`config.mk`:
```
export PLATFORM = sky130hd
export DESIGN_NAME = mem_resp
export DESIGN_NICKNAME = d
export VERILOG_FILES = /design/src/rtl/mem_resp.sv
export SDC_FILE = /design/constraint.sdc
export NUM_CORES = 1
export LEC_CHECK = 0
export ABC_AREA = 1
export BUFFER_PORTS_ARGS = -buffer_cell sky130_fd_sc_hd__buf_2
export CAP_MARGIN = 40
export CORE_ASPECT_RATIO = 1.25
export CORE_MARGIN = 4
export CORE_UTILIZATION = 42
export DETAILED_ROUTE_END_ITERATION = 10
export PLACE_DENSITY = 0.76
export RECOVER_POWER = 100
export SLEW_MARGIN = 20
export SYNTH_ARGS = -nofsm -noshare
export SYNTH_HDL_FRONTEND = slang
export SYNTH_SLANG_ARGS = --single-unit
```
`constraint.sdc`:
```
create_clock -name clk -period 1.6 [get_ports clk]
set_clock_uncertainty 0.2 [all_clocks]
set_input_delay 0.24 -clock clk [delete_from_list [all_inputs] [get_ports clk]]
set_output_delay 0.24 -clock clk [all_outputs]
set_load 0.005 [all_outputs]
```
`src/rtl/mem_resp.sv`:
```
// MEM-stage data-RAM response: waits for the RAM ack, stalls, then aligns and extends load data.
// Optional watchdog is enabled with `define MEM_RESP_TIMEOUT_EN.
`ifndef WD_RAM
`define WD_RAM 2'b01
`endif
`ifndef RAM_EXT_B
`define RAM_EXT_B  3'd0
`define RAM_EXT_BU 3'd1
`define RAM_EXT_H  3'd2
`define RAM_EXT_HU 3'd3
`define RAM_EXT_W  3'd4
`endif

module mem_resp #(
  parameter int TO_CYCLES = 255,
  parameter int TO_W      = 8
) (
  input  logic        clk,
  input  logic        rst,
  input  logic        mem_valid,
  input  logic [1:0]  mem_wd_sel,
  input  logic [31:0] mem_ram_addr,
  input  logic [2:0]  mem_ram_ext_op,
  input  logic [3:0]  mem_ram_we,
  input  logic        da_rvalid,
  input  logic [31:0] da_rdata,
  input  logic        da_wdone,
  output logic        mem_stall,
  output logic        wb_valid,
  output logic [31:0] wb_rdata,
  output logic        mem_ale,
  output logic        mem_timeout
);
  typedef enum logic [2:0] {IDLE, WAIT_R, WAIT_W, DONE, ERR} state_t;

  state_t      state, nstate;
  logic        start, is_st, is_word, is_half, misal, waiting, ack, tmo;
  logic [1:0]  off_q;
  logic [2:0]  ext_q;
  logic [7:0]  byte_sel;
  logic [15:0] half_sel;
  logic [31:0] ext_data;

  assign start   = mem_valid & (mem_wd_sel == `WD_RAM);
  assign is_st   = |mem_ram_we;
  // Stores size by byte enables, loads by extension code.
  assign is_word = is_st ? (mem_ram_we == 4'hF) : (mem_ram_ext_op == `RAM_EXT_W);
  assign is_half = is_st ? (mem_ram_we == 4'h3)
                         : (mem_ram_ext_op == `RAM_EXT_H) || (mem_ram_ext_op == `RAM_EXT_HU);
  assign misal   = (is_word & |mem_ram_addr[1:0]) | (is_half & mem_ram_addr[0]);
  assign waiting = (state == WAIT_R) || (state == WAIT_W);
  assign ack     = ((state == WAIT_R) & da_rvalid) | ((state == WAIT_W) & da_wdone);

`ifdef MEM_RESP_TIMEOUT_EN
  logic [TO_W-1:0] cnt;
  // A same-cycle ack takes priority over the watchdog.
  assign tmo = waiting & ~ack & (cnt == TO_W'(TO_CYCLES - 1));

  always_ff @(posedge clk or posedge rst) begin
    if (rst)          cnt <= '0;
    else if (!waiting) cnt <= '0;
    else if (!ack)    cnt <= cnt + TO_W'(1);
  end
  logic unused_in;
  assign unused_in = ^mem_ram_addr[31:2];
`else
  assign tmo = 1'b0;
  logic unused_in;
  assign unused_in = ^{mem_ram_addr[31:2], TO_CYCLES, TO_W};
`endif

  always_comb begin
    nstate    = state;
    mem_stall = 1'b0;
    case (state)
      IDLE, DONE: begin
        nstate    = IDLE;
        mem_stall = start & ~misal;
        if (start) nstate = misal ? ERR : (is_st ? WAIT_W : WAIT_R);
      end
      WAIT_R: begin
        mem_stall = 1'b1;
        if (da_rvalid | tmo) nstate = DONE;
      end
      WAIT_W: begin
        mem_stall = 1'b1;
        if (da_wdone | tmo) nstate = DONE;
      end
      ERR:     nstate = IDLE;
      default: nstate = IDLE;
    endcase
  end

  always_comb begin
    byte_sel = da_rdata[{off_q, 3'b000} +: 8];
    half_sel = off_q[1] ? da_rdata[31:16] : da_rdata[15:0];
    case (ext_q)
      `RAM_EXT_B:  ext_data = {{24{byte_sel[7]}}, byte_sel};
      `RAM_EXT_BU: ext_data = {24'h0, byte_sel};
      `RAM_EXT_H:  ext_data = {{16{half_sel[15]}}, half_sel};
      `RAM_EXT_HU: ext_data = {16'h0, half_sel};
      default:     ext_data = da_rdata;
    endcase
  end

  always_ff @(posedge clk or posedge rst) begin
    if (rst) begin
      state       <= IDLE;
      wb_valid    <= 1'b0;
      wb_rdata    <= '0;
      mem_ale     <= 1'b0;
      mem_timeout <= 1'b0;
      off_q       <= '0;
      ext_q       <= '0;
    end else begin
      state       <= nstate;
      wb_valid    <= (nstate == DONE) || (nstate == ERR);
      mem_ale     <= (nstate == ERR);
      mem_timeout <= tmo;
      if (nstate == DONE)
        wb_rdata <= ((state == WAIT_R) && da_rvalid) ? ext_data : 32'h0;
      else if (nstate == ERR)
        wb_rdata <= 32'h0;
      if (start && ((state == IDLE) || (state == DONE))) begin
        off_q <= mem_ram_addr[1:0];
        ext_q <= mem_ram_ext_op;
      end
    end
  end
endmodule

```
After elaboration in Yosys (flattened, before gate mapping)
Cells that the tools add are included.
{ "classes": {"n_eq_ne": 14, "shifts": 1, "mux": 14, "bitwise_logic": 6, "n_reduce_logical": 12} }
{ "op_table": {"columns": ["cell", "n"], "rows": [
  ["32-bit case mux with 4 select lines", 1],
  ["32-bit two-way mux", 3],
  ["32-bit by 6-bit indexed part select with 8-bit output", 1],
  ["3-bit by 2-bit == test with 1-bit output (second input constant)", 7],
  ["16-bit two-way mux", 1],
  ["3-bit two-way mux", 4],
  ["3-bit case mux with 3 select lines", 1],
  ["3-bit by 1-bit == test with 1-bit output (second input constant)", 2],
  ["3-bit == test (second input constant)", 2],
  ["3-bit logical NOT", 2],
  ["2-bit OR reduction", 3],
  ["1-bit AND", 4],
  ["4-bit by 2-bit == test with 1-bit output (second input constant)", 1],
  ["4-bit == test (second input constant)", 1],
  ["4-bit OR reduction", 1],
  ["1-bit logical OR", 3],
  ["2-bit by 1-bit == test with 1-bit output (second input constant)", 1],
  ["1-bit logical AND", 2],
  ["1-bit two-way mux", 2],
  ["2-bit two-way mux", 1],
  ["1-bit case mux with 2 select lines", 1],
  ["2-bit nonzero test", 1],
  ["1-bit inverter", 1],
  ["1-bit bitwise OR", 1]
]} }
{ "word_totals": {"ff_bits": 42, "in_bits": 78, "elab_cells": 53} }

Depth between registers and ports, before layout
Gate-level depths: netlist of the first run.
{ "logic_depth": {"word_depth": 11, "mapped_depth": 10, "ltp_nobuf": 9} }

Worst setup path after synthesis of the first run
OpenSTA, ideal clock, no wires.
{ "synth_timing": {"path_kind": "register to register", "from": "reg state[1]", "to": "reg wb_rdata[31]", "arrival_time_ns": 1.380, "path_slack_ns": -0.098, "stages_incl_launch_ff": 11, "n_path_buf": 2, "cell_sequence": "dfrtp_1 > inv_1 > nand3_1 > a21oi_1 > buf_4 > nand4_1 > nand2_1 > nand2_2 > buf_2 > nand3_1 > nand2_2"} }
{ "synth_between": {"elab_chain_len": 5, "word_cells_on_any_way": 14, "cone_classes": "eq/ne: 5; mux: 5; reduce/logical: 4"} }
{ "synth_lines": {"columns": ["element", "line", "text"], "rows": [
  ["start: declaration", "36", "state_t state, nstate;"],
  ["start signal: assignment", "116", "state <= nstate;"],
  ["3-bit by 2-bit == test with 1-bit output or 3-bit logical NOT (tied branches)", "75", "case (state)"],
  ["2-bit OR reduction", "75", null],
  ["3-bit case mux with 3 select lines", "75", null],
  ["3-bit by 2-bit == test with 1-bit output or 3-bit == test (tied branches)", "120, 122", null],
  ["32-bit two-way mux or 2-bit nonzero test (tied branches)", null, null],
  ["end signal: assignment", "121", "wb_rdata <= ((state == WAIT_R) && da_rvalid) ? ext_data : 32'h0;"],
  ["end: declaration", "30", "output logic [31:0] wb_rdata,"]
]} }
Several ways; a longest one is shown, not always the timed one.
A chain may end at the register's enable or synchronous reset.

Final worst setup path of the first run
{ "layout_timing": {"from": "reg state[2]", "to": "out mem_stall"} }
{ "layout_between": {"elab_chain_len": 3, "word_cells_on_any_way": 7, "cone_classes": "eq/ne: 3; mux: 1; reduce/logical: 3"} }
{ "layout_lines": {"columns": ["element", "line", "text"], "rows": [
  ["3-bit by 1-bit == test with 1-bit output (tied with other cells)", "75", null],
  ["2-bit OR reduction (on tied branches)", null, null],
  ["1-bit case mux with 2 select lines *", "75", null],
  ["end: declaration", "28", "output logic mem_stall,"]
]} }
Every way passes the cells marked *; elsewhere a longest branch is shown, timed or not.

==> results.cfg, run 1 <==
[logic_synthesis]
synth_ff_type = dfrtp_1
seq_area_frac_synth_pct = 43.4
synth_edf_count = 0
syn_nets = 380
synth_common_cells = nand2_1 (83), nand3_1 (51), dfrtp_1 (42)
synth_area_um2 = 2420
synthDominantCellAreaShare_pct = 43.4
yosysWarnings = 0
avgSynthCellArea_um2 = 8.01
syn_inst = 302
synth_top_area_cell = dfrtp_1
async_flop_share_pct = 100
yosysMostFrequentCell = nand2_1
ys_types = 31
ys_ff_latch = 42
yosys-top-cells-area = dfrtp_1 (43%), nand2_1 (13%), nand3_1 (11%), o211ai_2 (5.2%), o211ai_1 (5.0%)

[worst_setup_path]
slowest_stage = dfrtp_1
crit_buf_inv = 2
worst_setup_path_start_kind = flip-flop
arrival_ns = 1.64
crit_chain = inv_2 > nand3_2 > a21oi_4 > nand4_1 > a21oi_2 > or2_1 > buf_2
end_kind = output port
r2r_start = state[2]$_DFF_PP0_
startpoint = state[2]$_DFF_PP0_
crit_type = reg2out
path_delay_family = flip-flops
critPathCapture = mem_stall
crit_path_max_incr_delay_ns = 0.39
reg2reg_to = wb_rdata[24]$_DFFE_PP0P_
rrSetupSlack_ns = -0.43
crit_fanout = 4
required_ns = 1.16
path_depth = 7
reg2reg_depth = 11

[sta]
min_period_over_period_pct = 130
fin_ws_ns = -0.480
relSlewSlack_pct = 61.9
drv_slew = 0
fmax_mhz = 481
hold_viol = 0
worst_pin_slew_ns = 0.571
rsz0062_at_grt = yes
whs_ns = 0.00330
final.min_clock_period_ns = 2.08
finalSetupViolations = 35

[floorplan]
core_area_um2 = 5520
pin_count = 114
die_area_um2 = 7050
die_height_um = 92.9
rows = 30
initial_utilization_pct = 43.9
die_w_um = 75.9

[clock_network]
cts_made_buffers = 5
ctsHtreeMaxLevel = 2
clock-sinks = 42
clockRootBuffer = clkbuf_8
clk_latency_ns = 0.29
clockBufferDepth = 2
cts.clk_slew.worst_paths_ns = 0.08
cts_tree = yes

[cells_and_area]
nFillCells = 487
fin_util_pct = 63.5
final_cell_area_um2 = 3500
insertedDiodeCount = 0
drive_gt1_share_pct = 43.0
finalNonFillerCells = 478
syn_to_final_growth_pct = 44.8
layout.nets = 492

[power_and_ir_drop]
irDropWorstVdd_v = 0.000736
p_per_area_nw_per_um2 = 1650
power.leakage_nw = 1.88

[flow_run]
cap_viol_max_count = 0

[drt]
drtAntennaViolNets = 0
firstDrtPassIters = 4
vias = 2509
viasPerCell = 5.25
first_iter_violations = 214
drcViolationCount = 0
wl_per_cell_um = 15.1
totalWireLength_mm = 7.21

[grt]
grt_pass1_wl_mm = 11.0
grt_overflow = 0
antenna_found_initial = 0
grt_pass1_vias = 2412
grt_max_degree = 43
grtUsageTotal_pct = 20.2

[placed_design]
dp_cells = 458
place_area_um2 = 3220
dp_slack_ns = -0.183
dp_hpwl_mm = 5.03
gp_congestion = 0.868
portBuffers = 82

[worst_hold_path]
worstHoldPathCells = 3
hold_class = in2reg

[outcome]
failed_checks = negative setup slack
status = finished with violations
## registers in the layout (all words and copies together), names as in the netlist
name,cells
off_q,2
state,3
wb_valid,1
wb_rdata,32
mem_ale,1
ext_q,3
## where the power goes
part	total, W	internal [W]	switching [W]
Combinational	0.00333	0.00150	0.00182
Clock	0.000652	0.000301	0.000352
Sequential	0.00179	0.00150	0.000297
## area by class of cell
cell class | instances | area (um2) | share of cell area (%)
well taps | 64 | 80.1 | 2.28
inverters | 23 | 86.3 | 2.46
multi-input cells | 217 | 1350 | 38.4
flip-flops and latches | 42 | 1050 | 30.0
clock buffers | 7 | 76.3 | 2.18
repair buffers | 125 | 866 | 24.7
## cells in the final DEF (no fill, tap or decap), types with 2 or more instances in the layout
cell	n
clkbuf_16	3
dfrtp_1	42
nand3_1	24
clkbuf_8	5
nand2_1	81
a32oi_1	3
clkbuf_1	21
dlygate4sd3_1	2
inv_2	8
o211ai_1	16
buf_2	63
or2_1	2
nand2_2	14
inv_1	14
buf_4	28
nand4_1	3
buf_12	7
nand3_2	27
nor2_1	7
o21ai_1	3
o21ai_0	11
o211ai_2	10
nand2_4	2
## through the flow
stage	setup TNS, ns	power, W
after floorplan	-1.84	0.00370
after global placement	-3.19	0.00482
after detailed placement	-4.84	0.00492
after CTS	-11.63	0.00564
after global routing	-17.18	0.00623
final	-13.90	0.00577
## logic make-up (layout without fill, tap and decap cells)
| family | count (synthesis) | count (layout) | synth area share (%) |
|---|---|---|---|
| AOI/OAI and AO/OA | 49 | 49 | 16.2 |
| other | 1 | 1 | 0.155 |
| DFF | 42 | 42 | 43.4 |
| buffers and inverters | 43 | 155 | 8.07 |
| and+or+nand+nor | 166 | 166 | 31.7 |
| xor gates and xnor gates | 1 | 1 | 0.362 |
## what timing repair did
item / 4_1_cts / 5_1_grt
pin swaps: 4 / 3
buffers inserted: 6 / 2
endpoints found under the setup margin: 34 / 38
cloned: 0 / 4
resized for setup: 6 / 13
hold buffers: 2 / 0
hold endpoints to repair: 43 / 0
## layer usage
metal / track usage [%] / vias up / routed length (um)
met3: 4.34 / 15 / 425
met1: 24.2 / 1163 / 2880
met5: 0 / - / 0
li1: - / 1244 / -
met2: 33.6 / 87 / 3710
met4: 9.04 / 0 / 203
## worst min-delay path by stage
| stage | start | slack, ns | end |
|---|---|---|---|
| finish | da_rdata[19] | 0.003 | wb_rdata[19]$_DFFE_PP0P_ |
| global placement | rst | 0.11 | wb_rdata[28]$_DFFE_PP0P_ |
| detailed placement | rst | 0.11 | wb_rdata[28]$_DFFE_PP0P_ |
| floorplan | mem_ram_ext_op[0] | 0.16 | ext_q[0]$_DFFE_PP0P_ |
| CTS | da_rdata[29] | 0.001 | wb_rdata[29]$_DFFE_PP0P_ |
| global route | da_rdata[21] | 0.006 | wb_rdata[21]$_DFFE_PP0P_ |
## worst min-delay path: cells and delay by family
family,cells,cell delay (ns)
AND/OR/NAND/NOR,1,0.06
AO/OA/AOI/OAI,1,0.08
buffers and inverters,1,0.10
No activity file was read; power rests on OpenSTA's default activity.
==> inputs of run 2 (changes only) <==
--- a/config.mk
+++ b/config.mk
@@ -12,7 +12,7 @@
 export CORE_MARGIN = 4
 export CORE_UTILIZATION = 42
 export DETAILED_ROUTE_END_ITERATION = 10
-export PLACE_DENSITY = 0.76
+export PLACE_DENSITY = 0.86
 export RECOVER_POWER = 100
 export SLEW_MARGIN = 20
 export SYNTH_ARGS = -nofsm -noshare
==> run 2 against run 1 <==
Compared with the run above: the run still ends with negative setup slack left; fmax rose by 2.0%; critical path depth rose by 4; sequential share of layout area rose by 1.0 points; clock power rose by 3.5%; largest power group unchanged.
==> results.cfg, run 2 (same netlist as run 1, synthesis figures left out) <==
[outcome]
status = finished with violations
failed_checks = negative setup slack

[cells_and_area]
seq_area_um2 = 1050
final_common_cell = nand2_1
nFillCells = 456
final_cell_area_um2 = 3390
final_cell_mix = nand2_1 (81), buf_2 (61), dfrtp_1 (42), nand3_1 (32), buf_4 (23)
regMostFlops = wb_rdata
largest_register_ffs = 32
insertedDiodeCount = 0
drive_gt1_share_pct = 40.1
layout.nets = 485
multi_input_area_um2 = 1320
syn_to_final_growth_pct = 40.0
top_regs = wb_rdata (32), ext_q (3), state (3)

[grt]
grt_pass1_wl_mm = 11.0
grt_max_degree = 43
antenna_found_initial = 0
grt_pass1_vias = 2437
grtUsageTotal_pct = 19.8
grt_overflow = 0

[clock_network]
cts.clk_slew.worst_paths_ns = 0.08
ctsHtreeMaxLevel = 2
cts_made_buffers = 5
clockBufferDepth = 2
clk_latency_ns = 0.29
clockRootBuffer = clkbuf_8
cts_tree = yes
clock-sinks = 42

[sta]
rsz0062_at_grt = yes
final.min_clock_period_ns = 2.04
fin_ws_ns = -0.440
worst_pin_slew_ns = 0.586
relSlewSlack_pct = 60.9
drv_slew = 0
min_period_over_period_pct = 128
finalSetupViolations = 37
hold_viol = 0
fmax_mhz = 490

[floorplan]
die_w_um = 75.9
pin_count = 114
die_height_um = 92.9
initial_utilization_pct = 43.9
core_area_um2 = 5520
rows = 30
die_area_um2 = 7050

[worst_hold_path]
hold_class = in2reg

[drt]
viasPerCell = 5.21
wl_per_cell_um = 14.9
first_iter_violations = 143
drcViolationCount = 0
vias = 2451
totalWireLength_mm = 7.02
drtAntennaViolNets = 0
firstDrtPassIters = 4

[power_and_ir_drop]
p_per_area_nw_per_um2 = 1640
power.leakage_nw = 1.79
fin_total_pwr_w = 0.00556
irDropWorstVdd_v = 0.000651

[placed_design]
place_area_um2 = 3160
gp_congestion = 0.902
portBuffers = 82
dp_hpwl_mm = 5.05

[worst_setup_path]
crit_fanout = 21
arrival_ns = 2.01
worst_setup_path_start_kind = flip-flop
end_kind = flip-flop
crit_type = reg2reg
required_ns = 1.57

[flow_run]
cap_viol_max_count = 0
-- run 2: stage by stage --
| stage | setup WS, ns | TNS [ns] | cells | hold slack (ns) | util (%) |
|---|---|---|---|---|---|
| global placement | -0.131 | -2.99 | 455 | 0.106 | 57.2 |
| global route | -0.569 | -16.51 | 470 | 0.0119 | 61.4 |
| detailed placement | -0.181 | -4.93 | 455 | 0.116 | 57.2 |
| CTS | -0.438 | -7.30 | 465 | 0.00338 | 59.9 |
| floorplan | -0.0746 | -1.84 | 302 | 0.157 | - |
| finish | -0.440 | -12.44 | 470 | 0.00409 | 61.4 |
-- run 2: layout make-up --
type	instances	share of cell area, %
well taps	64	2.36
repair buffers	118	22.6
inverters	23	2.55
flip-flops and latches	42	31.0
clock buffers	6	2.44
multi-input cells	217	39.0
-- run 2: path summary, 6_finish.rpt --
path	from	to	slack [ns]	cells past startpoint
worst min-delay path	da_rdata[27]	wb_rdata[27]$_DFFE_PP0P_	0.004	3
worst max register to register	state[1]$_DFF_PP0_	wb_rdata[20]$_DFFE_PP0P_	-0.44	11
worst max-delay path	state[1]$_DFF_PP0_	wb_rdata[20]$_DFFE_PP0P_	-0.44	11
min in group asynchronous	rst	wb_rdata[13]$_DFFE_PP0P_	0.48	4
worst min register to register	ext_q[0]$_DFFE_PP0P_	ext_q[0]$_DFFE_PP0P_	0.28	2
max in group asynchronous	rst	wb_rdata[15]$_DFFE_PP0P_	0.34	4
-- run 2: worst max-delay path, stage by stage (launching register included) --
cell and delay, ns:
dfrtp_1 0.44, inv_2 0.12, nand3_4 0.07, a21oi_4 0.17, nand4_1 0.14, buf_4 0.16
buf_4 0.12, nand2_2 0.05, nand2_2 0.09, buf_12 0.18, nand3_1 0.11, nand2_2 0.07
-- run 2: timing repair --
action                     CTS  global route
gates cloned                 0             2
hold buffers                 2             0
gates resized for setup      6            15
pin swaps                    4             3
setup buffers                2             3
setup endpoints to repair   34            37
hold endpoints to repair    43             0
-- run 2: layer usage --
layer	track usage, %	share of wire (%)	up-vias	wire length [um]
met5	0	0	-	0
met4	8.02	2.4	0	170
met3	4.89	6.7	13	473
met2	34.2	52	74	3670
met1	22.5	39	1137	2710
li1	-	-	1227	-
-- run 2: power breakdown --
| part | leakage [nW] | internal (W) | switching [W] | total, W |
|---|---|---|---|---|
| Sequential | 0.538 | 0.00150 | 0.000289 | 0.00178 |
| Combinational | 1.21 | 0.00132 | 0.00178 | 0.00310 |
| Clock | 0.0431 | 0.000333 | 0.000342 | 0.000675 |
| Total | 1.79 | 0.00315 | 0.00241 | 0.00556 |
